<file path="src/rtl/regfile_4x8.sv">
// regfile_4x8: four-entry register file with two combinational read ports,
// a registered debug/display port and a saturating committed-write counter.
// Optional build macro: REGFILE_BYPASS_EN enables write-through forwarding
// on the combinational read ports.
module regfile_4x8 #(
    parameter int unsigned           DATA_W    = 8,
    parameter logic [DATA_W-1:0]     RESET_VAL = '0,
    parameter int unsigned           CNT_W     = 8
) (
    input  logic              clk,
    input  logic              reset_n,
    input  logic [1:0]        read_reg1,
    input  logic [1:0]        read_reg2,
    input  logic [1:0]        write_reg,
    input  logic [DATA_W-1:0] write_data,
    input  logic              reg_write,
    output logic [DATA_W-1:0] read_data1,
    output logic [DATA_W-1:0] read_data2,
    input  logic [1:0]        dbg_sel,
    output logic [DATA_W-1:0] dbg_data,
    output logic [CNT_W-1:0]  wr_count
);

    localparam int unsigned NUM_REGS = 4;

    logic [DATA_W-1:0] regs_q [NUM_REGS];
    logic [DATA_W-1:0] regs_d [NUM_REGS];
    logic [DATA_W-1:0] dbg_q;
    logic [DATA_W-1:0] dbg_d;
    logic [CNT_W-1:0]  cnt_q;
    logic [CNT_W-1:0]  cnt_d;

    // Next register contents: the addressed entry takes write_data when enabled.
    always_comb begin
        regs_d = regs_q;
        if (reg_write) begin
            regs_d[write_reg] = write_data;
        end
    end

    // Debug capture sees the post-edge value, so a write to dbg_sel shows up directly.
    always_comb begin
        dbg_d = regs_d[dbg_sel];
    end

    // Committed-write counter saturates at all-ones instead of wrapping.
    always_comb begin
        cnt_d = cnt_q;
        if (reg_write && (cnt_q != {CNT_W{1'b1}})) begin
            cnt_d = cnt_q + CNT_W'(1);
        end
    end

    // State update; reset clears everything immediately and wins over a write.
    always_ff @(posedge clk or negedge reset_n) begin
        if (!reset_n) begin
            for (int i = 0; i < int'(NUM_REGS); i++) begin
                regs_q[i] <= RESET_VAL;
            end
            dbg_q <= '0;
            cnt_q <= '0;
        end else begin
            regs_q <= regs_d;
            dbg_q  <= dbg_d;
            cnt_q  <= cnt_d;
        end
    end

    // Read port 1: stored value, optionally forwarded from a same-cycle write.
    always_comb begin
        read_data1 = regs_q[read_reg1];
`ifdef REGFILE_BYPASS_EN
        if (reg_write && (write_reg == read_reg1)) begin
            read_data1 = write_data;
        end
`endif
    end

    // Read port 2: same behaviour as port 1, independently.
    always_comb begin
        read_data2 = regs_q[read_reg2];
`ifdef REGFILE_BYPASS_EN
        if (reg_write && (write_reg == read_reg2)) begin
            read_data2 = write_data;
        end
`endif
    end

    assign dbg_data = dbg_q;
    assign wr_count = cnt_q;

endmodule

</file>
<file path="config.mk">
export PLATFORM = sky130hd
export DESIGN_NAME = regfile_4x8
export DESIGN_NICKNAME = d
export VERILOG_FILES = /design/src/rtl/regfile_4x8.sv
export SDC_FILE = /design/constraint.sdc
export NUM_CORES = 1
export LEC_CHECK = 0
export BUFFER_PORTS_ARGS = -buffer_cell sky130_fd_sc_hd__buf_4
export CORE_MARGIN = 2
export CORE_UTILIZATION = 40
export CTS_CLUSTER_DIAMETER = 50
export CTS_CLUSTER_SIZE = 20
export DETAILED_ROUTE_END_ITERATION = 7
export PLACE_DENSITY_LB_ADDON = 0.2
export SLEW_MARGIN = 20
export SYNTH_ARGS = -nofsm -noshare
export SYNTH_HDL_FRONTEND = slang
export SYNTH_SLANG_ARGS = --single-unit
</file>
<file path="constraint.sdc">
create_clock -name clk -period 3.2 [get_ports clk]
set_input_delay 0.16 -clock clk [delete_from_list [all_inputs] [get_ports clk]]
set_output_delay 0.16 -clock clk [all_outputs]
set_load 0.01 [all_outputs]
</file>
# Yosys cells after proc, flatten, opt, wreduce, memory -nomap -nowiden
# Cells that the tools add are included.
# op_classes
add_sub_neg	1
magnitude_cmp	5
n_eq_ne	1
n_mux	13
bitwise_logic	4
n_reduce_logical	2
# op_table
operator	count
8-bit two-way mux	7
8-bit binary-select mux with 2-bit select	3
32-bit bitwise mux	1
32-bit two-way mux	1
8-bit demux with 2-bit select	1
3-bit greater-or-equal comparator (second input constant)	4
2-bit inverter with 3-bit output	4
8-bit by 1-bit adder with 8-bit output (second input constant)	1
8-bit inequality test (second input constant)	1
3-bit by 1-bit < comparator with 1-bit output (second input constant)	1
1-bit logical AND	2
# totals
regBits	48
inputBits	19
out_inout_bits	32
wordCells	32

# Depth between registers and ports, before layout
# logic_depth
depth_word	10
depth_mapped	4
mapped_depth_nobuf	4

# Least setup slack after synthesis
# No wires, ideal clock.
# synth_path
path_kind	in2reg
from	input reg_write
to	register dbg_q[0] (netlist: dbg_data[0])
setup_ns	0.138
t_arrival_ns	1.529
setup_slack_ns	1.532
cell_stages	4
cell_sequence	buf_4 nor3b_2 mux2_2 mux4_2
# synth_rtl
element	line	source
from (decl)	16	input logic reg_write,
to (signal assigned)	64	dbg_q <= dbg_d;
to (decl)	28	logic [DATA_W-1:0] dbg_q;

# Final worst setup path
# layout_path
from	register cnt_q[0] (netlist: wr_count[0])
to	register cnt_q[1] (netlist: wr_count[1])
# layout_via
elab_chain_cells	2
# layout_lines
element	line	source
from (decl)	30	logic [CNT_W-1:0] cnt_q;
from (signal assigned)	65	cnt_q <= cnt_d;
branches (longest 2 deep; another with 8-bit by 1-bit adder with 8-bit output)	-	
# Parallel ways; which one is timed is not known.
# A chain may end at the register's enable or synchronous reset.

==> impl_results.md <==
* Status: completed
* RSZ-0062 raised after global routing: no
* Fillcell total at 506
* Sequential power share at 45.5%
* Simple-gate share of the synthesized area at 4.348%
* Fin nets at 211
* Area grow syn2layout at 23.33%
* # DRC at 0
* Final setup vio count at 0
* TritonCTS clock tree: built
* Vias per inst at 5.723
* Initial core utilization at 42.08%
* XOR/XNOR share of the synthesized area at 1.485%
* Worst EP arrival at 1.89 ns
* Hold WC Path Type: input port to flip-flop
* Worst Skew at 0.008296 ns
* Die area at 6529 um^2
* Clock transition at path regs at 0.09 ns
* Total power per unit cell area at 660.4 nW/um^2
* Core area at 5608 um^2
* Vias at 1511
* Detailed Route WL at 5330 um
* Antenna cells at 0
* Hold Vio Cnt, Final at 0
* DRT iter0 DRCs at 73
* Syn_area_per_cell at 16.86 um^2
* Complex-gate fraction of the synthesized area at 1.432%
* Final Wtd Congestion at 0.7217
* Worst EP required at 3.38 ns
* Clk pwr share at 22.3%
* Bufs on Longest Clock Path at 2
* Post-Route Utilization at 51.90%
* Number of port buffers at 50
* NetSw at 566.6 uW
* Max cap viols at 0
* # IOs at 51
* P_int at 1.355 mW
* Critical-path maximum fanout at 4
* Syn Inst Count at 140
* Warnings from Yosys at 0
* Net Count, Synth at 160
* Root Driver: clkbuf_8
* Seq/Total Area, Yosys at 50.90%
* Post-CTS setup buffer count at 0
* Number of global-route vias before repair at 1628
* FMAX at 587.4 MHz
* CTS buffer count at 5
* FF+latch area at 1201 um^2
* Post-Syn Area at 2360 um^2
* DIE WIDTH at 80.81 um
* Critical setup path kind: flip-flop to flip-flop
* DP Wirelength at 3777 um
* Final Cycle Share at 53.20%
* Synth cell types at 22
* Worst ir drop on vdd at 288.5 uV
* # H-tree levels at 2
* Post-route antenna net violation count at 0
* Initial antenna violation count at 0
* Startpoint types: flip-flop
* Post-Synth Adder-Cell Area at 0.5302%
* Critical path endpoint category: flip-flop
* Largest family of logic cells by synthesized area: multiplexers
* Register bit total from synthesis at 48
* Slew Viols, Final at 0
* Switching part of the total power at 29.48%
* Tmin final at 1.703 ns
* Post-Route Setup TNS at 0 ns
* Core Rows at 27
* Leak at 1.242 nW
* Wire length of the first global-routing pass at 8666 um
* Multi-input gate area at 1119 um^2
* Post-DR wirelength/cell at 20.19 um
* Clock sinks at 48
* Clock Latency Late Sink at 0.30 ns
* Share of cells above drive strength 1 at 62.50%
* Slew headroom at 47.96%
* Total GRT Usage at 18.27%
* Pin count of the biggest net entering global routing at 49
* Mux share of post-synthesis cell area at 39.61%
* Die height at 80.81 um
* Logic pwr share at 32.2%
* Pre-antenna DRT Iters at 4
* Total gr overflow at 0
* Worst Tran Pin Value at 0.7771 ns
==> worst max-delay path, stage by stage, from the launching register on <==
cell and delay, ns:
dfrtp_1 0.41, ha_1 0.25, nand3_1 0.17, o21ai_0 0.38, mux2_2 0.38
==> cells by family after synthesis <==
family,after synthesis
adder cells (fa/ha/maj),1
flip-flops,48
XOR/XNOR,4
multiplexers,59
AND/OR/NAND/NOR,14
buffers and inverters,9
AO/OA/AOI/OAI,5
==> power groups by stage <==
stage | logic, mW | registers [mW] | clock network (mW)
3_3_place_gp | 0.606 | 0.870 | 0
3_5_place_dp | 0.625 | 0.885 | 0
2_1_floorplan | 0.329 | 0.884 | 0
6_report | 0.620 | 0.874 | 0.428
4_1_cts | 0.628 | 0.873 | 0.440
5_1_grt | 0.671 | 0.897 | 0.466
==> metrics by stage <==
step,setup WS (ns),hold slack [ns],power [mW],instances,cell area [um^2]
global placement,1.220,0.1972,1.476,255,2793
detailed placement,1.193,0.2121,1.510,255,2793
CTS,1.518,0.1280,1.941,264,2910
finish,1.497,0.1309,1.922,264,2910
global route,1.395,0.1269,2.034,264,2910
floorplan,1.532,-0.1356,1.214,140,2360
==> per-layer routing <==
metal	vias to the layer above	GRT usage [%]	part of all wire, %
met5	-	0	0
met1	807	24.42	43
met2	49	29.92	51
li1	651	-	-
met3	4	4.667	5.4
met4	0	4.915	0.73
==> cell usage after synthesis (all sizes together) <==
cell type	n	area, um^2
nand4	2	12.51
buf	5	25.03
nand3	3	20.02
and3	1	6.260
nand3b	2	22.52
dfrtp	48	1201
xnor2	4	35.03
o21a	1	7.510
o211ai	1	7.510
mux2	35	394.1
ha	1	12.51
nor3b	1	12.51
o21ai	2	10.01
nand2	3	11.26
inv	2	7.510
mux4	24	540.5
o2111ai	1	8.760
clkbuf	2	7.510
and4	2	17.52
==> timing repair <==
action,in CTS,in global routing
hold buffers,1,0
hold endpoints to repair,48,0
gates resized for setup,0,0
==> area by class of cell <==
| type | instances | area share, % |
|---|---|---|
| sequential | 48 | 41.27 |
| multi-input combinational | 83 | 38.44 |
| timing repair buffer | 51 | 13.24 |
| tap | 72 | 3.095 |
| clock buffer | 6 | 2.494 |
| clock inverter | 2 | 1.204 |
| inverter | 2 | 0.2580 |
==> cell usage in the layout, fill, tap and decap left out <==
cell	count
nand2_1	3
bufinv_16	1
clkbuf_8	5
nand3b_2	2
o211ai_1	1
mux4_2	24
dfrtp_1	48
dlygate4sd3_1	1
o21ai_0	2
nand3_1	2
and3_1	1
clkbuf_1	1
inv_1	2
xnor2_1	4
nand3_2	1
clkinv_2	1
and4_1	2
nand4_1	2
mux2_2	35
ha_1	1
nor3b_2	1
o2111ai_1	1
buf_4	50
o21a_1	1
==> state kept, by name, summed over array words and instances (netlist names) <==
name      count
dbg_data      8
regs_q       32
wr_count      8
==> final timing paths <==
| kind | depth (start not counted) | startpoint | slack (ns) | to |
|---|---|---|---|---|
| worst max-delay path | 4 | wr_count[0]$_DFFE_PN0P_ | 1.50 | wr_count[1]$_DFFE_PN0P_ |
| worst min-delay path | 2 | write_data[7] | 0.13 | regs_q[15]$_DFF_PN0_ |
| worst max register to register | 4 | wr_count[0]$_DFFE_PN0P_ | 1.50 | wr_count[1]$_DFFE_PN0P_ |
| worst min register to register | 1 | wr_count[6]$_DFFE_PN0P_ | 0.52 | wr_count[6]$_DFFE_PN0P_ |
| max in group asynchronous | 2 | reset_n | 2.38 | wr_count[2]$_DFFE_PN0P_ |
| min in group asynchronous | 2 | reset_n | 0.41 | dbg_data[5]$_DFF_PN0_ |
Power figures use the tool's default switching activity.
